`config.mk`:
```
export PLATFORM = sky130hd
export DESIGN_NAME = input_conditioner
export DESIGN_NICKNAME = d
export VERILOG_FILES = /design/src/rtl/input_conditioner.sv
export SDC_FILE = /design/constraint.sdc
export NUM_CORES = 1
export LEC_CHECK = 0
export ABC_AREA = 1
export CORE_AREA = 3 3 40 42
export CTS_CLUSTER_DIAMETER = 150
export DETAILED_ROUTE_END_ITERATION = 8
export DIE_AREA = 0 0 43 45
export MAX_ROUTING_LAYER = met4
export PLACE_DENSITY_LB_ADDON = 0.15
export SYNTH_ARGS = -nofsm -noshare
export SYNTH_HDL_FRONTEND = slang
export SYNTH_SLANG_ARGS = --single-unit
```
`constraint.sdc`:
```
create_clock -name clk -period 1.61 [get_ports clk]
set_input_delay 0.161 -clock clk [delete_from_list [all_inputs] [get_ports clk]]
set_output_delay 0.161 -clock clk [all_outputs]
set_load 0.02 [all_outputs]
```
`src/rtl/input_conditioner.sv`:
```
// Per-channel input conditioning: N-stage synchronizer, tick-based debouncer and
// one-cycle rise/fall pulses on the debounced level.
module input_conditioner #(
  parameter int WIDTH          = 1,
  parameter int STAGES         = 2,
  parameter int SAMPLE_CNT_MAX = 1,
  parameter int PULSE_CNT_MAX  = 1,
  parameter int DEBOUNCE_EN    = 1
) (
  input  logic             clk,
  input  logic             rst,
  input  logic [WIDTH-1:0] async_in,
  output logic [WIDTH-1:0] sync_out,
  output logic [WIDTH-1:0] debounced_out,
  output logic [WIDTH-1:0] rise_pulse,
  output logic [WIDTH-1:0] fall_pulse
);

  logic [WIDTH-1:0] prev;

  for (genvar i = 0; i < WIDTH; i++) begin : g_sync
    logic [STAGES-1:0] chain;

    always_ff @(posedge clk or posedge rst) begin
      if (rst) begin
        chain <= '0;
      end else begin
        chain <= {chain[STAGES-2:0], async_in[i]};
      end
    end

    assign sync_out[i] = chain[STAGES-1];
  end

  if (DEBOUNCE_EN != 0) begin : g_debounce
    localparam int TW = (SAMPLE_CNT_MAX > 1) ? $clog2(SAMPLE_CNT_MAX) : 1;
    localparam int CW = (PULSE_CNT_MAX > 1) ? $clog2(PULSE_CNT_MAX) : 1;
    localparam logic [TW-1:0] TICK_LAST  = TW'(SAMPLE_CNT_MAX - 1);
    localparam logic [CW-1:0] PULSE_LAST = CW'(PULSE_CNT_MAX - 1);

    logic [TW-1:0]    tick_cnt;
    logic             tick;
    logic [WIDTH-1:0] level;

    assign tick = (tick_cnt == TICK_LAST);

    // One shared sample tick paces every channel's debounce counter.
    always_ff @(posedge clk or posedge rst) begin
      if (rst) begin
        tick_cnt <= '0;
      end else if (tick) begin
        tick_cnt <= '0;
      end else begin
        tick_cnt <= tick_cnt + 1'b1;
      end
    end

    for (genvar i = 0; i < WIDTH; i++) begin : g_chan
      logic [CW-1:0] cnt;
      logic          state;

      // Any agreeing cycle discards the run, so bounce restarts the count.
      always_ff @(posedge clk or posedge rst) begin
        if (rst) begin
          cnt   <= '0;
          state <= 1'b0;
        end else if (sync_out[i] == state) begin
          cnt <= '0;
        end else if (tick) begin
          if (cnt == PULSE_LAST) begin
            cnt   <= '0;
            state <= ~state;
          end else begin
            cnt <= cnt + 1'b1;
          end
        end
      end

      assign level[i] = state;
    end

    assign debounced_out = level;
  end else begin : g_bypass
    assign debounced_out = sync_out;
  end

  always_ff @(posedge clk or posedge rst) begin
    if (rst) begin
      prev <= '0;
    end else begin
      prev <= debounced_out;
    end
  end

  assign rise_pulse = debounced_out & ~prev;
  assign fall_pulse = ~debounced_out & prev;

endmodule

```
==> results.txt <==
The via count of the first global-routing pass is about 70. The number of storage elements in the synthesis netlist is 4. For flop-to-flop paths, the worst setup slack is ~1100 ps. The unique cell type count in the Yosys netlist came out at 4. The area fraction in and, or, nand and nor cells after synthesis came out at 0.0612. After routing, the total negative slack on setup checks comes to 0 ps. The adder-cell area share of the yosys netlist came out at 0.

The number of levels the H-tree was split into came out at 1. The first-pass iteration count of the detailed router came out at 1. The main combinational cell family by area after synthesis is buffers and inverters. Across every metal layer, demand over resource in global routing totals 0.0310. The clock passes through at most 2 buffers. The flow ran to the end, and the final reports show no timing, DRC or antenna violations. STA classifies the critical path startpoint as a flip-flop.

The initial antenna violation count was 0. The initial detailed-routing violation count came out at 0. Fill cells in the final layout number 146.

Setup repair after global routing left no endpoint under its margin. Data arrives at the worst endpoint at around 1300 ps. Ranked by total cell area, the synthesized netlist is headed by dfrtp_1, inv_1, nor2_1. The die boundary height is 45 um. The share of async-settable or async-resettable flops after synthesis is 1.00. Entering global routing, the biggest net connects 5 pins. After clock tree synthesis, the clock-pin slew on the worst setup and hold paths is roughly 40 ps. Prior to clock tree synthesis, the placed netlist has a worst setup slack of 338 ps.

The total of endpoints with negative setup slack in the final report came out at 0. The worst-case setup margin in the final layout came out at about 110 ps. The total via count in the routed design came out at just over 90. The initial utilization of the core area, before any placement, comes to 0.0954. The overall die width is 43 um. The number of hold-slack violations in the final timing report is 0. The number of violations of the max-capacitance limit is 0. Of the post-synthesis cell area, the part taken by muxes is 0. The average size of a mapped cell is around 12 um2.

The synthesized design spends more area on one cell type than any other, namely dfrtp_1. Once the clock tree was built, the setup fixing pass inserted 0 buffers. The post-detailed-route DRC marker count came out at 0. The capturing point of the worst reg2reg path is prev$_DFF_PP0_. The region available for standard cell placement spans about 1300 um2. In the synthesized netlist, the number of instances is 10. The max-slew headroom at the worst pin is 0.857. The number of antenna diodes in the final layout is 0.

The global-route wire length before repair came out at 282 um. During placement, the flow inserted port buffers numbering 6. The worst setup path is captured at an output pin. Of the synthesized area, sequential elements account for 0.816. Summed over all layers, the global routing overflow is 0.

The post-cts sizing count is 0. The required time at the worst-slack endpoint is roughly 1500 ps. The net load switching power is about 0.050 mW. The reg-to-reg critical path startpoint is debounced_out$_DFFE_PP0P_. In this run, CTS created clock tree buffers numbering 3. The count of flip-flops with a built-in enable after synthesis is 0.

The weighted congestion at the end of routability-driven global placement came out at between 0.5 and 0.6. The number of slew-limit violations in the final report came out at 0. The top-level port count is 7.

The number of nets with antenna violations after routing is 0. After synthesis the cells add up to roughly 120 um2. The area of the die came out at slightly below 2000 um2. The compound-cell area share of the yosys netlist came out at 0. The area share of xor/xnor cells in the synthesized design is 0.

The maximum clock frequency is approximately 670 MHz. The final hold slack came out at ~110 ps. The switching part of the total is 0.197. The launch point of the worst path is debounced_out$_DFFE_PP0P_.

The analysis attributes to cell leakage a power of 0.103 nW. The worst voltage drop across the vdd grid came out at roughly 0.33 mV. The actual slew at the worst max-slew pin came out at 213 ps. The clock latency at the later pin of the worst-skew pair came out at between 200 and 250 ps. The time the worst path needs with I/O delays and setup came out at approximately 1500 ps.

Buffers inserted to repair hold after CTS numbered 0. The power density normalized to cell area is about 1100 nW/um2. TritonCTS built the clock tree. The most common cell in the synthesized netlist is dfrtp_1. Of all nets on the critical path, the largest fanout is 4. The commonest cells after synthesis are dfrtp_1, inv_1, nor2_1. The cell count of the worst reg-to-reg path is 0. Of the cells placed in the final design, the portion with a size suffix greater than 1 is 0.167. The worst-case clock skew came out at roughly 1.8 ps. The share of total power dissipated in sequential elements is 0.431. Among all flip-flop cells after synthesis, the most frequent one is dfrtp_1. In the final routed layout, each cell accounts on average for 6.00 um.

The tree is rooted in a clkbuf_4. The critical path is of the reg -> out type. For this run, the number of Yosys warnings is 0. The layout-stage area growth over the synthesis result came out at 79.6%. The total detailed-routing wirelength came out at 198 um. The final net count came out at 23.

The average via count per standard cell is around 2.8. The most critical setup path has its endpoint at fall_pulse. The standard-cell row count came out at 13. The internal power summed over all cells came out at about 0.20 mW. The period utilization came out at 0.934.

Of the total power, combinational logic draws 0.101. The path category of the worst min-delay check is in -> async. The net count of the mapped netlist is 13. The share of synthesized area in the top cell type comes to 0.816.

The number of clock sinks came out at 4. The power share of the clock group is 0.469.
-- power by group through the flow --
stage / clock (mW) / combinational, mW / sequential, mW
finish: 0.118 / 0.0255 / 0.109
global route: 0.137 / 0.0272 / 0.109
CTS: 0.128 / 0.0261 / 0.109
detailed placement: 0 / 0.0261 / 0.110
global placement: 0 / 0.0260 / 0.110
floorplan: 0 / 0.00780 / 0.113
-- how the worst min path moves through the flow --
stage	start	cells after the start	to	slack (ps)
2_1_floorplan	rst	1	debounced_out$_DFFE_PP0P_	-70
3_3_place_gp	g_sync[0].chain[0]$_DFF_PP0_	0	g_sync[0].chain[1]$_DFF_PP0_	340
3_5_place_dp	g_sync[0].chain[0]$_DFF_PP0_	0	g_sync[0].chain[1]$_DFF_PP0_	340
4_1_cts	rst	2	debounced_out$_DFFE_PP0P_	110
5_1_grt	rst	2	debounced_out$_DFFE_PP0P_	120
6_report	rst	2	debounced_out$_DFFE_PP0P_	110
-- kinds of logic (layout without fill, tap and decap cells) --
logic type             Yosys count  count (layout)
flip-flops                       4               4
buffers and inverters            4              12
AND/OR/NAND/NOR                  2               2
-- state kept, by name, indices dropped and copies added (netlist names) --
signal and cells:
prev 1, g_sync.chain 2, debounced_out 1
-- layer usage --
layer / part of all wire / global-route usage / vias to the layer above / wire length, um
met5: 0 / - / - / 0
met4: 0 / 0.0181 / 0 / 0
met3: 0.33 / 0.0717 / 0 / 66
met2: 0.39 / 0.0180 / 9 / 77
met1: 0.27 / 0.0219 / 40 / 54
li1: - / - / 43 / -
-- critical path, cell delays in order, from the launching register on --
cell and delay [ps]:
dfrtp_1 390, nor2_1 120, clkdlybuf4s50_1 600
-- layout make-up --
type | instances | area, um2 | area share
Multi-Input combinational cell | 2 | 7.51 | 0.0341
Clock buffer | 3 | 22.5 | 0.102
Timing Repair Buffer | 6 | 60.1 | 0.273
Sequential cell | 4 | 100 | 0.455
Inverter | 3 | 11.3 | 0.0511
Tap cell | 15 | 18.8 | 0.0852
-- cell usage in the layout, fill, tap and decap left out, drive strengths merged --
cell,count
clkdlybuf4s50,6
dfrtp,4
inv,3
clkbuf,3
nor2,2
-- stage by stage --
step,total power [mW],util,std cells,instance area (um2)
final,0.253,0.171,33,220
after global routing,0.273,0.171,33,220
after global placement,0.136,0.154,30,198
after CTS,0.263,0.171,33,220
after detailed placement,0.136,0.154,30,198
after floorplan,0.121,-,10,123
(Power assumes the default switching activity.)
